[config.mk]
export PLATFORM = sky130hd
export DESIGN_NAME = fulladder_4b
export DESIGN_NICKNAME = d
export VERILOG_FILES = /design/src/rtl/fulladder_4b.sv
export SDC_FILE = /design/constraint.sdc
export NUM_CORES = 1
export LEC_CHECK = 0
export ABC_CLOCK_PERIOD_IN_PS = 950
export CAP_MARGIN = 20
export CORE_AREA = 2 2 39 41
export CTS_CLUSTER_DIAMETER = 30
export DETAILED_ROUTE_END_ITERATION = 6
export DIE_AREA = 0 0 41 43
export PLACE_DENSITY = 0.47
export SETUP_SLACK_MARGIN = 0.2
export SYNTH_ARGS = -nofsm -noshare
export SYNTH_HDL_FRONTEND = slang
export SYNTH_HIERARCHICAL = 1
export SYNTH_SLANG_ARGS = --single-unit
[constraint.sdc]
create_clock -name clk -period 0.95 [get_ports clk]
set_clock_uncertainty 0.1 [all_clocks]
set_input_delay 0.1425 -clock clk [delete_from_list [all_inputs] [get_ports clk]]
set_output_delay 0.1425 -clock clk [all_outputs]
set_load 0.03 [all_outputs]
[src/rtl/fulladder_4b.sv]
// fulladder_4b: 4-bit ripple-carry adder built from four 1-bit full-adder
// cells, with sum, carry-out and signed overflow registered on the clock.
// One-cycle latency, one addition per clock, no enable or handshake.

// Single 1-bit full-adder cell; one instance per bit of the ripple chain.
module fa_cell (
    input  logic a,
    input  logic b,
    input  logic ci,
    output logic s,
    output logic co
);
    logic p;

    // Propagate term is shared by the sum and the carry.
    assign p  = a ^ b;
    assign s  = p ^ ci;
    assign co = (a & b) | (ci & p);
endmodule

module fulladder_4b (
    input  logic       clk,
    input  logic       rst,
    input  logic [3:0] a,
    input  logic [3:0] b,
    input  logic       cin,
    output logic [3:0] sum,
    output logic       carry,
    output logic       overflow
);
    typedef struct packed {
        logic       carry;
        logic       overflow;
        logic [3:0] sum;
    } res_t;

    // c[i] is the carry into bit i; c[4] is the carry out of the top bit.
    logic [4:0] c;
    logic [3:0] s;
    res_t       res_next;
    res_t       res_q;

    assign c[0] = cin;

    // Ripple chain: each cell's carry-out feeds the next cell's carry-in.
    fa_cell u_cell [3:0] (
        .a  (a),
        .b  (b),
        .ci (c[3:0]),
        .s  (s),
        .co (c[4:1])
    );

    // Signed overflow: the carry into the sign bit disagrees with the carry out of it.
    always_comb begin
        res_next          = '0;
        res_next.sum      = s;
        res_next.carry    = c[4];
        res_next.overflow = c[3] ^ c[4];
    end

    // Result register; reset clears all outputs immediately, without a clock.
    always_ff @(posedge clk or posedge rst) begin
        if (rst) res_q <= '0;
        else     res_q <= res_next;
    end

    assign sum      = res_q.sum;
    assign carry    = res_q.carry;
    assign overflow = res_q.overflow;
endmodule

## After elaboration in Yosys (flattened, before gate mapping)

Cells that the tools add are included.

- Bitwise gates (word level): 21

Operators by type and width:

| kind | number |
|---|---|
| 1-bit XOR | 9 |
| 1-bit AND | 8 |
| 1-bit bitwise OR | 4 |

- Register bits after elaboration: 6
- Bits of input ports: 11
- Output and inout bits: 6
- Word-level logic and storage cells: 24

## Logic depth before layout (Yosys ltp)

- Depth after elaboration: 10
- Mapped depth: 5
- Depth with buffers taken out: 5

## Cells and area by module

The synthesis kept the hierarchy.

By module, submodules not included:

| module | instances | cells an instance | area each (µm²) | seq. area each (µm²) |
|---|---|---|---|---|
| fulladder_4b | 1 | 8 | 162.7 | 150.1 |
| fa_cell | 4 | 1 | 20.0 | 0.0 |

## Worst setup path before layout

OpenSTA, ideal clock, no wires.

- Kind: input port to flip-flop
- Start point: input port a[0]
- End point: register res_q, in the netlist overflow
- Setup time: 0.125 ns
- Arrival time: 1.917 ns
- Required time: 0.725 ns
- Setup slack: -1.192 ns
- Stages: 5
- Buffers on the path: 0
- Cells stage by stage: fa_1 -> fa_1 -> fa_1 -> fa_1 -> xor2_1

RTL lines:

| element | RTL line | RTL |
|---|---|---|
| from (decl) | 24 | `input logic [3:0] a,` |
| to (signal assigned) | 65 | `else res_q <= res_next;` |
| to (decl) | 41 | `res_t res_q;` |

==> results.json <==
{
  "totalWireLength_um": 438,
  "root_buffer": "clkbuf_4",
  "ys_async_sr_fraction_pct": 100,
  "netlist_area_um2": 243,
  "netlist_top_cells_count": "dfrtp_1 (6), fa_1 (4), inv_1 (1), xor2_1 (1)",
  "grt_max_degree": 7,
  "synth_nets": 27,
  "die-width_um": 41,
  "ys.flop_type": "dfrtp_1",
  "p_total_uw": 823,
  "dieArea_um2": 1760,
  "dr.pass1.iters": 1,
  "syn_to_final_growth_pct": 90.7,
  "setup_violations": 11,
  "die_y_um": 43,
  "ios": 17,
  "ir_drop_mv": 0.415,
  "finalHoldViolCount": 0,
  "slew_viol_final": 0,
  "setup_ws_ps": -894,
  "p_per_area_nw_per_um2": 1780,
  "h-tree-depth": 1,
  "gp_congestion": 0.539,
  "slew_headroom_pct": 86.1,
  "maxCapViolCount": 0,
  "worstPathRequired_ps": 970,
  "crit_type": "in2reg",
  "grt.overflow.total": 0,
  "clock_sinks": 6,
  "start_kind": "input port",
  "cts.reportedPaths.clkPinSlew_ps": 40,
  "rsz0062_at_grt": "yes",
  "fmax_mhz": 542,
  "yosys_warnings": 6,
  "leakagePower_uw": 0.000212,
  "syn_area_per_cell_um2": 20.2,
  "core_area_um2": 1380,
  "crit_path_end_kind": "flip-flop",
  "nets": 49,
  "ant_nets": 0,
  "diodes": 0,
  "synth.most_common_cell": "dfrtp_1",
  "synth.distinct_cells": 4,
  "ys_top_cells_by_area": "dfrtp_1 (62%), fa_1 (33%), xor2_1 (3.6%)",
  "drtIter0Drc": 0,
  "fin_util_pct": 33.5,
  "grt_usage_pct": 6.19,
  "cts_tree": "yes",
  "synth_top_area_share_pct": 61.9,
  "syn_inst": 12,
  "clockBufferDepth": 2,
  "period_share_pct": 194,
  "synth-seq-area-share_pct": 61.9,
  "synth-edff-count": 0,
  "min_path_type": "in2async",
  "grt_pass1_wl_um": 627,
  "antenna_found_initial": 0,
  "num_rows": 14,
  "route.detailed.drc": 0,
  "placed_cell_area_um2": 418,
  "grt_pass1_vias": 167,
  "final_cell_area_um2": 463,
  "nFillCells": 143,
  "period_needed_ps": 1840,
  "worstMarginPinSlew_ps": 209,
  "vias": 152,
  "wl_per_cell_um": 9.13,
  "vias_per_cell": 3.17,
  "ys_seq_elements": 6,
  "status": "complete, but fails checks",
  "start_util_pct": 17.5,
  "cts_buffers": 3,
  "crit_fanout": 2,
  "final_layout_size_suffix_gt1_share_pct": 53.1,
  "cp.arrival_ps": 1870,
  "violations": "setup timing",
  "synth_area_leader_cell": "dfrtp_1",
  "placement.io_buffers": 16
}
-- critical path: stages --
cell    delay (ps)
buf_6           90
fa_2           390
fa_2           350
fa_2           370
fa_2           380
xor2_1         140
-- power breakdown --
group	leakage (µW)	total, µW	switching (µW)	internal [µW]
clock	0.0000138	221	78.7	142
combinational	0.000128	284	143	141
sequential	0.0000699	318	18.6	300
-- state kept, by name (all words and copies together) (netlist names) --
register and cells:
carry 1, overflow 1, sum 4
-- worst paths after layout --
path / from / end / slack, ps / cells after the start
max in group asynchronous: rst / sum[0]$_DFF_PP0_ / 550 / 2
setup / recovery: cin / overflow$_DFF_PP0_ / -890 / 6
min in group clk: cin / sum[0]$_DFF_PP0_ / 110 / 2
hold / removal: rst / carry$_DFF_PP0_ / 20 / 2
-- repair_timing --
item                                    4_1_cts  5_1_grt
endpoints found under the setup margin       12       11
setup buffers                                 0        1
pin swaps                                     5        0
resized for setup                            20        1
hold endpoints to repair                      0        0
hold buffers                                  0        0
-- per-stage QoR --
stage / setup TNS (ps) / cells / hold WS, ps / worst slack [ps]
after detailed placement: -6730 / 44 / 268 / -1570
final: -3280 / 48 / 16.2 / -894
after CTS: -3390 / 47 / 18.4 / -908
after global routing: -3520 / 48 / 40.9 / -934
after global placement: -6630 / 44 / 262 / -1550
after floorplan: -3830 / 12 / -167 / -1050
-- cell type report --
| type | instances | area [µm²] | share of cell area [%] |
|---|---|---|---|
| clock buffer | 3 | 22.5 | 4.86 |
| sequential | 6 | 150 | 32.4 |
| multi-input combinational | 5 | 98.8 | 21.4 |
| timing repair buffer | 17 | 168 | 36.2 |
| inverter | 1 | 3.75 | 0.811 |
| tap | 16 | 20.0 | 4.32 |
-- cell families (layout without fill, tap and decap cells) --
kind of cell             after synthesis  count (layout)  share of synthesized area, %
flip-flops                             6               6                          61.9
adder cells (fa/ha/maj)                4               4                          33.0
XOR/XNOR                               1               1                          3.61
buffers and inverters                  1              21                          1.54
-- cell usage in the layout (no fill, tap or decap) --
cell type / Yosys / routed
fa_2: 0 / 4
dlymetal6s2s_1: 0 / 1
buf_4: 0 / 1
buf_2: 0 / 2
buf_6: 0 / 7
xor2_1: 1 / 1
clkdlybuf4s50_1: 0 / 5
dlygate4sd2_1: 0 / 1
dfrtp_1: 6 / 6
inv_1: 1 / 1
clkbuf_4: 0 / 3
-- per-layer routing --
metal  up-vias  track usage (%)  share of wire [%]
li1         75                -                  -
met1        68             5.33                 29
met2         9             8.44                 61
met3         0             1.57                8.9
met4         0             10.0                  0
met5         -                0                  0
Power figures use the tool's default switching activity.
